===== config.mk =====
export PLATFORM = sky130hd
export DESIGN_NAME = pipeline_hazard_ctrl
export DESIGN_NICKNAME = d
export VERILOG_FILES = /design/src/rtl/pipeline_hazard_ctrl_pkg.sv /design/src/rtl/pipeline_hazard_ctrl_sat_counter.sv /design/src/rtl/pipeline_hazard_ctrl.sv
export SDC_FILE = /design/constraint.sdc
export NUM_CORES = 1
export LEC_CHECK = 0
export CORE_ASPECT_RATIO = 1.4
export CORE_MARGIN = 4
export CORE_UTILIZATION = 47
export DETAILED_ROUTE_END_ITERATION = 12
export GPL_TIMING_DRIVEN = 1
export PLACE_DENSITY = 0.75
export RECOVER_POWER = 25
export SKIP_LAST_GASP = 1
export SYNTH_ARGS = -nofsm -noshare
export SYNTH_HDL_FRONTEND = slang
export SYNTH_SLANG_ARGS = --single-unit

===== constraint.sdc =====
create_clock -name clk -period 6.85 [get_ports clk]
set_input_delay 1.7125 -clock clk [delete_from_list [all_inputs] [get_ports clk]]
set_output_delay 1.7125 -clock clk [all_outputs]
set_load 0.02 [all_outputs]

===== src/rtl/pipeline_hazard_ctrl_pkg.sv =====
// Shared definitions for the hazard controller: register file addressing and FSM encoding.
package pipeline_hazard_ctrl_pkg;

  localparam int REG_ADDR_LEN = 5;
  localparam logic [REG_ADDR_LEN-1:0] REG_X0 = '0;

  typedef enum logic [1:0] {
    BOOT     = 2'd0,
    RUN      = 2'd1,
    LB_STALL = 2'd2
  } state_t;

endpackage


===== src/rtl/pipeline_hazard_ctrl_sat_counter.sv =====
// Saturating event counter; clear wins over increment, holds at all-ones.
module sat_counter #(
  parameter int CNT_WIDTH = 32
) (
  input  logic                 clk,
  input  logic                 rst_n,
  input  logic                 inc,
  input  logic                 clr,
  output logic [CNT_WIDTH-1:0] count
);

  always_ff @(posedge clk or negedge rst_n) begin
    if (!rst_n) begin
      count <= '0;
    end else if (clr) begin
      count <= '0;
    end else if (inc && (count != '1)) begin
      count <= count + 1'b1;
    end
  end

endmodule


===== src/rtl/pipeline_hazard_ctrl.sv =====
// Hazard/stall sequencer for the 5-stage core: combinational stage controls, registered
// FSM (boot warm-up, 2-cycle load->branch stall) and saturating perf counters.
module pipeline_hazard_ctrl #(
  parameter int REG_ADDR_LEN = pipeline_hazard_ctrl_pkg::REG_ADDR_LEN,
  parameter int BOOT_CYCLES  = 2,
  parameter int CNT_WIDTH    = 32
) (
  input  logic                    clk,
  input  logic                    rst_n,
  input  logic [REG_ADDR_LEN-1:0] id_rs1_addr,
  input  logic [REG_ADDR_LEN-1:0] id_rs2_addr,
  input  logic                    id_uses_rs1,
  input  logic                    id_uses_rs2,
  input  logic                    id_is_store,
  input  logic                    id_is_br,
  input  logic                    id_do_branch,
  input  logic [REG_ADDR_LEN-1:0] id_ex_rd_addr,
  input  logic                    id_ex_reg_write,
  input  logic                    id_ex_is_load,
  input  logic                    mem_busy,
  input  logic                    perf_clr,
  output logic                    pc_we,
  output logic                    pc_sel_branch,
  output logic                    if_id_we,
  output logic                    if_id_flush,
  output logic                    id_ex_bubble,
  output logic                    pipe_we,
  output logic [CNT_WIDTH-1:0]    stall_cnt,
  output logic [CNT_WIDTH-1:0]    flush_cnt,
  output logic [CNT_WIDTH-1:0]    freeze_cnt
);

  import pipeline_hazard_ctrl_pkg::*;

  state_t     state_q, state_d;
  logic [3:0] boot_q, boot_d;

  logic rd_nz, match1, match2;
  logic load_use, load_br, arith_br;
  logic stall_inc, flush_inc, freeze_inc;

  assign rd_nz  = (id_ex_rd_addr != REG_ADDR_LEN'(REG_X0));
  assign match1 = rd_nz & id_uses_rs1 & (id_rs1_addr == id_ex_rd_addr);
  assign match2 = rd_nz & id_uses_rs2 & (id_rs2_addr == id_ex_rd_addr);

  // Store data only needs the loaded value in MEM, where it is forwarded.
  assign load_use = id_ex_is_load & (match1 | (match2 & ~id_is_store)) & ~id_is_br;
  assign load_br  = id_ex_is_load & id_is_br & (match1 | match2);
  assign arith_br = id_ex_reg_write & ~id_ex_is_load & id_is_br & (match1 | match2);

  always_ff @(posedge clk or negedge rst_n) begin
    if (!rst_n) begin
      state_q <= BOOT;
      boot_q  <= '0;
    end else begin
      state_q <= state_d;
      boot_q  <= boot_d;
    end
  end

  always_comb begin
    state_d = state_q;
    boot_d  = boot_q;
    if (!mem_busy) begin
      unique case (state_q)
        BOOT: begin
          boot_d = boot_q + 4'd1;
          if (boot_q == 4'(BOOT_CYCLES - 1)) state_d = RUN;
        end
        RUN:      if (load_br) state_d = LB_STALL;
        LB_STALL: state_d = RUN;
        default:  state_d = BOOT;
      endcase
    end
  end

  always_comb begin
    pc_we         = 1'b1;
    pc_sel_branch = 1'b0;
    if_id_we      = 1'b1;
    if_id_flush   = 1'b0;
    id_ex_bubble  = 1'b0;
    pipe_we       = 1'b1;
    stall_inc     = 1'b0;
    flush_inc     = 1'b0;
    freeze_inc    = 1'b0;
    if (mem_busy) begin
      pc_we      = 1'b0;
      if_id_we   = 1'b0;
      pipe_we    = 1'b0;
      freeze_inc = 1'b1;
    end else begin
      unique case (state_q)
        BOOT: begin
          if_id_flush  = 1'b1;
          id_ex_bubble = 1'b1;
        end
        LB_STALL: begin
          pc_we        = 1'b0;
          if_id_we     = 1'b0;
          id_ex_bubble = 1'b1;
          stall_inc    = 1'b1;
        end
        RUN: begin
          if (load_br | load_use | arith_br) begin
            pc_we        = 1'b0;
            if_id_we     = 1'b0;
            id_ex_bubble = 1'b1;
            stall_inc    = 1'b1;
          end else if (id_do_branch) begin
            pc_sel_branch = 1'b1;
            if_id_flush   = 1'b1;
            flush_inc     = 1'b1;
          end
        end
        default: ;
      endcase
    end
  end

  sat_counter #(.CNT_WIDTH(CNT_WIDTH)) u_stall_cnt (
    .clk(clk), .rst_n(rst_n), .inc(stall_inc), .clr(perf_clr), .count(stall_cnt)
  );

  sat_counter #(.CNT_WIDTH(CNT_WIDTH)) u_flush_cnt (
    .clk(clk), .rst_n(rst_n), .inc(flush_inc), .clr(perf_clr), .count(flush_cnt)
  );

  sat_counter #(.CNT_WIDTH(CNT_WIDTH)) u_freeze_cnt (
    .clk(clk), .rst_n(rst_n), .inc(freeze_inc), .clr(perf_clr), .count(freeze_cnt)
  );

endmodule


After elaboration in Yosys (flattened, before gate mapping). Index checks and enable logic that the tools add are counted.

Flip-flop bits (word level): 102. Latch bits: 0. Memory bits (writable): 0. Memory bits (read-only): 0. Output and inout port bits: 102. Memories kept: 0.

Add/subtract/negate cells: 4. Multipliers: 0. Divide/modulo/power cells: 0. Order comparisons: 0. Equal/unequal tests: 10. Shift-type cells: 0. Multiplexer cells: 25. Bitwise operators: 20. Reduce and logical (&&, ||, !) cells: 11.

Operators with widths (number): 2-to-1 mux 32 bit (6); adder 32 x 1 -> 32 bit (second input constant) (3); inequality test 32 bit (second input constant) (3); bitwise AND 1 bit (12); 2-to-1 mux 1 bit (12); == test 5 bit (2); case mux 1 bit (2 select lines) (4); case mux 2 bit (3 select lines) (1); nonzero test 2 bit (3); nonzero test 5 bit (1); adder 4 x 1 -> 4 bit (second input constant) (1); == test 4 x 1 -> 1 bit (second input constant) (1); 2-to-1 mux 2 bit (2); inequality test 2 bit (second input constant) (2); inverter 1 bit (4); bitwise OR 1 bit (4); logical AND 1 bit (3); AND reduction 3 bit (1); == test 2 x 1 -> 1 bit (second input constant) (1); == test 2 bit (second input constant) (1); zero test 2 bit (1); AND reduction 2 bit (1); OR reduction 2 bit (1).

Logic depth before layout (Yosys ltp). Gate-level depths: netlist of run 1.

Depth in word-level cells: 15. Mapped depth: 9. Mapped depth without buffers: 8.

Modules after synthesis. From an unflattened synthesis of run 1, not the netlist that was laid out.

Cell total of the unflattened synthesis: 663. Area total of the unflattened synthesis: 6175.9 um^2.

Modules (own cells, without submodules): sat_counter (instances 3, cells each 198, area each 1854.3 um^2, sequential area each 800.8 um^2); pipeline_hazard_ctrl (instances 1, cells each 69, area each 613.1 um^2, sequential area each 150.1 um^2).

Worst setup path after synthesis of run 1. Ideal clock, no wire load.

Path kind: input to output. Start: in id_ex_rd_addr[1]. End: out pc_we. Data arrival time: 3.653 ns. Required time: 5.137 ns. Setup slack: 1.484 ns. Stages on the path: 6. Cells stage by stage: or4_4 o211ai_2 nor3_2 o211a_4 a211oi_1 buf_4.

Word-level cells in the longest chain between the ends: 12. Elaborated cells between the ends (all ways): 19. Those cells by class: 2 x eq/ne; 3 x mux; 13 x bitwise; 1 x reduce/logical.

RTL lines: from (decl) (RTL line pipeline_hazard_ctrl.sv:17) `input logic [REG_ADDR_LEN-1:0] id_ex_rd_addr,`; nonzero test 5 bit (RTL line pipeline_hazard_ctrl.sv:42) `assign rd_nz = (id_ex_rd_addr != REG_ADDR_LEN'(REG_X0));`; bitwise AND 1 bit (2 in a row) (RTL line pipeline_hazard_ctrl.sv:44) `assign match2 = rd_nz & id_uses_rs2 & (id_rs2_addr == id_ex_rd_addr);`; bitwise AND 1 bit (RTL line pipeline_hazard_ctrl.sv:47) `assign load_use = id_ex_is_load & (match1 | (match2 & ~id_is_store)) & ~id_is_br;`; bitwise OR 1 bit (RTL line pipeline_hazard_ctrl.sv:47); bitwise AND 1 bit (2 in a row) (RTL line pipeline_hazard_ctrl.sv:47); bitwise OR 1 bit (RTL line pipeline_hazard_ctrl.sv:105) `if (load_br | load_use | arith_br) begin`; bitwise OR 1 bit * (RTL line pipeline_hazard_ctrl.sv:105); 2-to-1 mux 1 bit *; case mux 1 bit (2 select lines) *; 2-to-1 mux 1 bit *; to (decl) (RTL line pipeline_hazard_ctrl.sv:22) `output logic pc_we,`.

Mark *: on every way between the ends. The rest lies on a longest branch, timed or not.

Worst setup path after layout of run 1.
Start: in id_ex_rd_addr[1]. End: out if_id_we.

Word-level cells in the longest chain between the ends: 12. Elaborated cells between the ends (all ways): 19. Those cells by class: 2 x eq/ne; 3 x mux; 13 x bitwise; 1 x reduce/logical.

RTL lines: nonzero test 5 bit (RTL line pipeline_hazard_ctrl.sv:42); bitwise AND 1 bit (2 in a row) (RTL line pipeline_hazard_ctrl.sv:44); bitwise AND 1 bit (RTL line pipeline_hazard_ctrl.sv:47); bitwise OR 1 bit (RTL line pipeline_hazard_ctrl.sv:47); bitwise AND 1 bit (2 in a row) (RTL line pipeline_hazard_ctrl.sv:47); bitwise OR 1 bit (RTL line pipeline_hazard_ctrl.sv:105); bitwise OR 1 bit * (RTL line pipeline_hazard_ctrl.sv:105); 2-to-1 mux 1 bit * (RTL line pipeline_hazard_ctrl.sv:105); case mux 1 bit (2 select lines) * (RTL line pipeline_hazard_ctrl.sv:93) `unique case (state_q)`; 2-to-1 mux 1 bit * (RTL line pipeline_hazard_ctrl.sv:87) `if (mem_busy) begin`; to (decl) (RTL line pipeline_hazard_ctrl.sv:24) `output logic if_id_we,`.

Marks and branches as above.

==> results.md, run 1 <==
* CTS Buffer Depth at 2
* Startpoint class of the critical path: primary input
* Hold path cells at 1
* Most common cell in the netlist: dfrtp_1
* CTS tree: built
* Area occupied by multi-input gates at around 0.003 mm2
* Total Routing Usage GR at roughly 22%
* Worst r2r src: u_flush_cnt.count[3]
* Share of the synthesized area in the top cell type at 43.8%
* Setup TNS at 0 ns
* Maximum fanout along the worst path at 5
* CTS sink cnt at around 100
* Nets@finish at approximately 790
* Total gr overflow at 0
* Area grow syn2layout at 28.1%
* Mapped Cells at ~640
* Min-delay worst type: reg -> reg
* Reg-to-Reg End: u_flush_cnt.count[1]
* Die footprint at 0.0143 mm2
* DRT iter0 DRCs at around 200
* Register area at roughly 0.0026 mm2
* Die height at between 100 and 150 um
* Largest stage delay on the critical path at ~0.7 ns
* Port Buffers at 127
* Hold violation count in the final report at 0
* Mapped Nets at 671
* Power per cell area at 189 mW/mm2
* Status: finished with violations
* CP cell instances: clkdlybuf4s50_1, or4_4, o211ai_2, nor3_2, o211a_4, a211oi_1, clkdlybuf4s50_1
* Post-CTS sizing at 0
* Min Tclk post-route at about 6.1 ns
* Buf+Inv Stages, Crit Path at 2
* Crit path DAT at between 4 and 5 ns
* Synth Area per Inst at slightly above 9 um2
* R2r setup slk at ~4.2 ns
* R2R cell count at 7
* First-pass GRT wire length at 25500 um
* Largest net degree at the start of global routing at approximately 70
* Post-synth EDFFs at 0
* Number of global-route vias before repair at 5351
* Final instance area at between 0.007 and 0.008 mm2
* Hold path start: boot_q[3]
* Max Cap Viol at 1
* DP Wirelength at around 11000 um
* Rows at 47
* CTS Hold Bufs at 0
* Pre-Repair DR Iteration Count at 4
* # DRC at 0
* Worst clock skew at roughly 0.0082 ns
* Post-synth top area cell: dfrtp_1
* WP data required at 5.14 ns
* Layout cells sized above 1 at 5.83%
* Post CTS Setup Buffer Count at 0
* Slowest CP cell: clkdlybuf4s50_1
* Commonest cells post-synth: dfrtp_1, nor2_1, a21oi_1
* Hold path endpoint: boot_q[3]
* Clk root buf: clkbuf_16
* Final GP Congestion at just over 0.8
* Seq/Total Area, Yosys at 43.8%
* Clk_lat worst skew at roughly 0.34 ns
* Worst-Margin Slew at approximately 2.7 ns
* DR WL/cell at 16.9 um
* Die X at between 100 and 150 um
* Fin worst setup slack at 0.767 ns
* Most used cell, CP: clkdlybuf4s50_1
* Final Cycle Share at 88.8%
* Vias/cell at 5.92
* Yosys warnings at 0
* Yosys reg bits at 102
* Mapped Area at ~0.0058 mm2
* Fillers at just over 1000
* Placed inst area at approximately 0.0071 mm2
* Core ar. at 0.0120 mm2
* Static Leak at 2.79 nW
* Detailed Route WL at roughly 15000 um
* Setup Crit Path Kind: in -> out
* Critical path endpoint category: primary output
* Final setup fails at 0
* Via Count at approximately 5300
* Synth unique cells at 56
* Post-placement setup slack at roughly 0.77 ns
* Max Slew Vio Count at 48
* Failing checks: max-capacitance violations, max-slew violations
* Most used DFF post-synth: dfrtp_1
* Relative slew margins at -78.1%
* Fmax at around 0.16 GHz
* VDD IR max at 103 uV
* Area contributors post-synth: dfrtp_1, a21oi_1, or3_1
* H-tree depth at 3
* Ant. Diodes at 0
* Asr flop ratio synth at 100%
* IO Count at approximately 130
* CTS clk-pin slew, worst paths at about 0.070 ns
* Initial cell density of the core at between 40 and 50%
* Initial antenna violation count at 0
* Crit path max-delay family: buffers and inverters
* Antenna-violating nets left at 0
* RSZ-0062 raised after global routing: no
* Cts bufs inserted at 9
==> layout by cell type (no fill, tap or decap), drive strengths merged, types with 2 or more instances in the layout <==
| cell type | count |
|---|---|
| nand2 | 43 |
| or4 | 22 |
| o31a | 4 |
| buf | 3 |
| or3 | 37 |
| and3 | 12 |
| inv | 28 |
| a21oi | 50 |
| ha | 9 |
| o211ai | 4 |
| and2 | 4 |
| clkinv | 2 |
| nor2b | 12 |
| o41ai | 3 |
| xnor2 | 21 |
| o311ai | 3 |
| mux2 | 8 |
| clkbuf | 12 |
| clkdlybuf4s50 | 124 |
| o21ai | 34 |
| o31ai | 18 |
| o2111ai | 2 |
| o21a | 6 |
| nand3 | 38 |
| nor2 | 54 |
| bufinv | 2 |
| nand2b | 2 |
| nor4 | 13 |
| mux2i | 4 |
| xor2 | 17 |
| or2 | 4 |
| dfrtp | 102 |
| nor3 | 16 |
| nand4 | 25 |
| and4 | 6 |
==> worst max path at each step <==
stage / startpoint / end / slack [ns] / cells past startpoint
after floorplan: id_ex_rd_addr[1] / pc_we / 1.48 / 6
after global placement: id_ex_rd_addr[1] / pc_we / 0.83 / 7
after detailed placement: id_ex_rd_addr[1] / if_id_we / 0.77 / 7
after CTS: id_ex_rd_addr[1] / if_id_we / 0.77 / 7
after global routing: id_ex_rd_addr[1] / pc_we / 0.69 / 7
final: id_ex_rd_addr[1] / if_id_we / 0.77 / 7
==> cells by family after synthesis <==
group	after synthesis	synth area share, %
AND/OR/NAND/NOR	289	27.4
AO/OA/AOI/OAI	132	14.6
flip-flops	102	43.8
buffers and inverters	54	4.32
XOR/XNOR	38	5.72
multiplexers	12	2.23
adder cells (fa/ha/maj)	9	1.93
==> sequential cells by signal, indices dropped and copies added (netlist names) <==
name	count
state_q	2
u_stall_cnt.count	32
u_freeze_cnt.count	32
u_flush_cnt.count	32
boot_q	4
==> routing by layer <==
layer / global-route usage [%] / routed length [um]
met4: 8.15 / 280
met3: 4.31 / 770
met2: 38.0 / 8210
met5: 0 / 0
met1: 26.2 / 6030
==> area by class of cell <==
cell class,instances,area share (%)
clock buffer,10,3.07
clock inverter,6,1.26
inverter,27,1.36
multi-input combinational,480,40.5
sequential,102,34.2
tap,147,2.47
timing repair buffer,130,17.2
==> report_power, final <==
part | internal, mW | switching (mW) | leakage, nW
clock | 0.324 | 0.235 | 0.154
sequential | 0.624 | 0.0219 | 1.41
combinational | 0.0834 | 0.123 | 1.23
==> per-stage QoR <==
step / utilization (%) / power (mW) / hold slack (ns) / instances
2_1_floorplan: - / 0.783 / 0.446 / 636
3_3_place_gp: 59.5 / 0.858 / 0.469 / 886
3_5_place_dp: 59.5 / 0.867 / 0.467 / 886
4_1_cts: 62.2 / 1.43 / 0.481 / 902
5_1_grt: 62.2 / 1.47 / 0.506 / 902
6_report: 62.2 / 1.41 / 0.476 / 902
Power figures use the tool's default switching activity.
==> inputs of run 2 (changes only) <==
Settings changed: CTS_CLUSTER_SIZE from default to 24.
Clock period 6.85 ns to 6.7 ns, I/O delays scaled along.
==> run 2 against run 1 <==
Power down 2.2%; via count grew 0.19%; routed wire length down 0.55%; the flow still finishes with violations (max-capacitance violations, max-slew violations); worst setup slack worse by 0.043 ns.
==> results.md, run 2 (synthesis gave the netlist of run 1 again) <==
* Pre-Repair DR Iteration Count at 4
* Most frequent cells in the layout: clkdlybuf4s50_1, dfrtp_1, nor2_1
* Largest registers: u_flush_cnt.count (32), u_freeze_cnt.count (32), u_stall_cnt.count (32)
* Post-CTS sizing at 0
* GRT met2 Usage at between 30% and 40%
* Total Routing Usage GR at between 20% and 30%
* Failing checks: max-capacitance violations, max-slew violations
* Ant. Diodes at 0
* DR WL/cell at between 15 and 20 um
* CTS Buffer Depth at 2
* Hold slack at 0.473 ns
* Relative slew margins at -75.6%
* Final setup fails at 0
* Initial cell density of the core at between 40% and 50%
* Vias/cell at 5.93
* Initial antenna violation count at 0
* R2r setup slk at 4.04 ns
* Die footprint at about 0.014 mm2
* Final Cycle Share at 89.2%
* VDD IR max at ~130 uV
* First-pass GRT wire length at 25200 um
* Most common cell after layout, fill and taps aside: clkdlybuf4s50_1
* Detailed Route WL at 15200 um
* Min Tclk post-route at roughly 6.0 ns
* CTS clk-pin slew, worst paths at ~0.07 ns
* CTS sink cnt at between 100 and 150
* Total gr overflow at 0
* DRT iter0 DRCs at 172
* Die height at around 140 um
* Antenna-violating nets left at 0
* Busiest grt layer: met2
* Fmax at 0.167 GHz
* Met1 Use GR at about a quarter
* Rows at 47
* WP data required at 5.03 ns
* Die X at just over 100 um
* Power Total at around 1.4 mW
* Clk_lat worst skew at approximately 0.35 ns
* Setup TNS at 0 ns
* H-tree depth at 3
* Post-Route Utilization at 61.9%
* Nets@finish at 785
* Largest stage delay on the critical path at 0.68 ns
* Max Slew Vio Count at 48
* Setup Crit Path Kind: in -> out
* Buf+Inv Stages, Crit Path at 2
* IO Count at between 100 and 150
* Critical path endpoint category: primary output
* Via Count at roughly 5400
* Post CTS Setup Buffer Count at 0
* Worst clock skew at between 0.008 and 0.009 ns
* Worst-Margin Slew at about 2.6 ns
* Clk root buf: clkbuf_16
* Non-Filler Instances at approximately 900
* RSZ-0062 raised after global routing: no
* Final GP Congestion at just over 0.8
* Hold violation count in the final report at 0
* Core ar. at 0.0120 mm2
* Crit path DAT at between 4 and 5 ns
* CTS Hold Bufs at 0
* Max Cap Viol at 1
* Layout cells sized above 1 at between 5 and 6%
* Static Leak at 2.78 nW
* Fillers at roughly 1000
* Number of global-route vias before repair at between 5000 and 6000
* Cts bufs inserted at 9
* CTS tree: built
* Global-route met3 utilization at 5.06%
* DP Wirelength at 10900 um
* CP cell instances: clkdlybuf4s50_1, or4_4, o211ai_2, nor3_2, o211a_4, a211oi_1, clkdlybuf4s50_1
* Slowest CP cell: clkdlybuf4s50_1
* Startpoint class of the critical path: primary input
* # DRC at 0
* Maximum fanout along the worst path at 5
* Largest net degree at the start of global routing at 68
* Crit path max-delay family: buffers and inverters
* Status: finished with violations
* Port Buffers at ~130
* Power per cell area at ~190 mW/mm2
* Most used cell, CP: clkdlybuf4s50_1
* Min-delay worst type: reg -> reg
* Area grow syn2layout at 27.5%
* DP Cell Count at approximately 890
run 2: cell types whose count changed in the layout (fill, tap and decap cells not counted), sizes merged:
cell	change
clkinv	+1
bufinv	-2
clkbuf	+1
run 2: per-stage QoR:
step,instance area (um2),setup WS (ns)
detailed placement,7140,0.701
global route,7420,0.615
finish,7420,0.724
floorplan,5820,1.41
global placement,7140,0.757
CTS,7430,0.696
run 2: metal layers:
metal	routed length [um]	up-vias	share of wire, %
li1	-	2568	-
met1	6260	2652	41
met2	7840	106	52
met3	768	24	5.1
met4	336	0	2.2
met5	0	-	0
run 2: worst reg2reg max path: cells and delay by family (launching register included):
kind / cells / cell delay, ns
DFF: 1 / 0.45
muxes: 1 / 0.27
buffers and inverters: 1 / 0.27
and+or+nand+nor: 6 / 1.55
run 2: layout make-up:
cell class | count | area, um2 | area share, %
Clock buffer | 11 | 243 | 3.27
Clock inverter | 5 | 42.5 | 0.573
Inverter | 27 | 101 | 1.37
Multi-Input combinational cell | 480 | 3020 | 40.7
Sequential cell | 102 | 2550 | 34.4
Tap cell | 147 | 184 | 2.48
Timing Repair Buffer | 130 | 1280 | 17.2
run 2: path summary, 6_finish.rpt:
| check | from | end | cells after the start |
|---|---|---|---|
| setup / recovery | id_ex_rd_addr[1] | if_id_we | 7 |
| hold reg to reg | boot_q[3] | boot_q[3] | 1 |
| min in group asynchronous | rst_n | u_stall_cnt.count[6] | 1 |
| setup reg to reg | u_flush_cnt.count[3] | u_flush_cnt.count[18] | 8 |
| max in group asynchronous | rst_n | u_stall_cnt.count[0] | 2 |
| hold / removal | boot_q[3] | boot_q[3] | 1 |
run 2: where the power goes:
group	internal (mW)	switching (mW)	total, mW
Combinational	0.0853	0.126	0.211
Clock	0.267	0.242	0.509
Sequential	0.638	0.0226	0.660
Total	0.990	0.390	1.38
==> inputs of run 3 (changes only) <==
Settings changed: CELL_PAD_IN_SITES_DETAIL_PLACEMENT from default to 1, CELL_PAD_IN_SITES_GLOBAL_PLACEMENT from default to 2, CORE_UTILIZATION 47 to 31, PLACE_DENSITY 0.75 to default, PLACE_DENSITY_LB_ADDON from default to 0.1.
==> run 3 against run 2 <==
The run still ends with max-capacitance violations, max-slew violations left; hold slack gained 0.0064 ns; routed wire length increased by 19%; sequential power about the same; first-iteration DRC count increased by 8.7%; power grew 2.0%; maximum frequency rose by 0.38%; utilization down 21 points; highest routed layer unchanged.
==> results.md, run 3 (synthesis gave the netlist of run 1 again) <==
* Worst-Margin Slew at ~2.3 ns
* # DRC at 0
* Most frequent cells in the layout: clkdlybuf4s50_1, dfrtp_1, nor2_1
* Register area at 0.00255 mm2
* H-tree depth at 3
* Post CTS Setup Buffer Count at 0
* DRT iter0 DRCs at about 190
* Initial antenna violation count at 0
* DP Wirelength at ~13000 um
* Final Cycle Share at just under 90%
* Worst r2r src: u_flush_cnt.count[3]
* Total Routing Usage GR at ~18%
* Cts bufs inserted at 9
* Die X at 124 um
* Rows at slightly below 60
* RSZ-0062 raised after global routing: no
* Clk_lat worst skew at around 0.35 ns
* Reg-to-Reg End: u_flush_cnt.count[1]
* IO Count at approximately 130
* Critical path endpoint category: primary output
* Most used cell, CP: clkdlybuf4s50_1
* Core ar. at ~0.019 mm2
* Most common cell after layout, fill and taps aside: clkdlybuf4s50_1
* Nets@finish at about 800
* Maximum fanout along the worst path at 5
* Area grow syn2layout at 29.7%
* First-pass GRT wire length at 30000 um
* Die height at roughly 170 um
* Setup Crit Path Kind: in -> out
* Clk root buf: clkbuf_16
* R2R cell count at 7
* DR WL/cell at roughly 18 um
* Hold path cells at 1
* Crit path DAT at ~4.3 ns
* Number of global-route vias before repair at between 5000 and 6000
* Crit path max-delay family: buffers and inverters
* Failing checks: max-capacitance violations, max-slew violations
* Buf+Inv Stages, Crit Path at 2
* Min-delay worst type: reg -> reg
* Pre-Repair DR Iteration Count at 4
* Total gr overflow at 0
* Detailed Route WL at between 15000 and 20000 um
* R2r setup slk at roughly 4.0 ns
* Hold slack at about 0.48 ns
* Vias/cell at 5.37
* Ant. Diodes at 0
* Final setup fails at 0
* Placed inst area at roughly 0.0073 mm2
* Area occupied by multi-input gates at about 0.0030 mm2
* CTS clk-pin slew, worst paths at approximately 0.070 ns
* Post-CTS sizing at 0
* Worst clock skew at 0.0113 ns
* CTS Buffer Depth at 2
* Min Tclk post-route at 5.95 ns
* Startpoint class of the critical path: primary input
* Final instance area at about 0.0076 mm2
* WP data required at 5.03 ns
* CTS sink cnt at 102
* Power per cell area at 186 mW/mm2
* Slowest CP cell: clkdlybuf4s50_1
* Hold path endpoint: boot_q[3]
* Static Leak at 2.78 nW
* Initial cell density of the core at about a third
* Hold path start: boot_q[3]
* CTS Hold Bufs at 0
* Hold violation count in the final report at 0
* Largest stage delay on the critical path at 0.67 ns
* Fillers at roughly 2200
* Status: finished with violations
* CTS tree: built
* VDD IR max at roughly 87 uV
* Port Buffers at about 130
* Relative slew margins at -53.9%
* Fmax at between 0.15 and 0.2 GHz
* Antenna-violating nets left at 0
* Largest net degree at the start of global routing at 71
* Max Slew Vio Count at 105
* CP cell instances: clkdlybuf4s50_1, or4_4, o211ai_2, nor3_2, o211a_4, a211oi_1, clkdlybuf4s50_1
* Final GP Congestion at between 0.7 and 0.8
* Layout cells sized above 1 at 5.83%
* Die footprint at 0.0211 mm2
* Setup TNS at 0 ns
* Via Count at roughly 5400
* Max Cap Viol at 2
* Largest registers: u_flush_cnt.count (32), u_freeze_cnt.count (32), u_stall_cnt.count (32)
run 3: metrics by stage:
stage | std cells | worst slack, ns | util (%) | power [mW]
5_1_grt | 999 | 0.582 | 40.8 | 1.49
6_report | 999 | 0.747 | 40.8 | 1.41
2_1_floorplan | 636 | 1.41 | - | 0.801
4_1_cts | 999 | 0.705 | 40.8 | 1.44
3_3_place_gp | 984 | 0.780 | 39.2 | 0.886
3_5_place_dp | 984 | 0.715 | 39.2 | 0.891
run 3: area by class of cell:
type                       instances  share of cell area, %
multi-input combinational        480                   40.0
sequential                       102                   33.8
timing repair buffer             131                   17.0
tap                              244                   4.04
clock buffer                      10                   3.03
inverter                          27                   1.34
clock inverter                     5                  0.795
run 3: worst max path at each step:
stage / startpoint / end / slack [ns] / cells after the start
floorplan: id_ex_rd_addr[1] / pc_we / 1.41 / 6
global placement: id_ex_rd_addr[1] / pc_we / 0.78 / 7
detailed placement: id_ex_rd_addr[1] / pc_we / 0.71 / 7
CTS: id_ex_rd_addr[1] / pc_we / 0.71 / 7
global route: id_ex_rd_addr[1] / if_id_we / 0.58 / 7
finish: id_ex_rd_addr[1] / pc_we / 0.75 / 7
run 3: worst reg2reg max path: stages, from the launching register on:
cell	delay (ns)
dfrtp_1	0.46
nand4_1	0.33
nor3_2	0.40
nand2b_1	0.22
or4_1	0.51
nand3_1	0.37
mux2i_1	0.26
nor2_1	0.05
run 3: layer usage:
layer  part of all wire (%)  global-route usage (%)  up-vias
met3                    4.4                    3.89       12
met5                      0                       0        -
li1                       -                       -     2552
met1                     41                    20.5     2723
met4                    1.0                    4.77        0
met2                     54                    32.6       77
run 3: where the power goes:
part / internal (mW) / switching (mW) / leakage, nW
registers: 0.638 / 0.0227 / 1.41
logic: 0.0851 / 0.127 / 1.23
clock network: 0.290 / 0.245 / 0.139
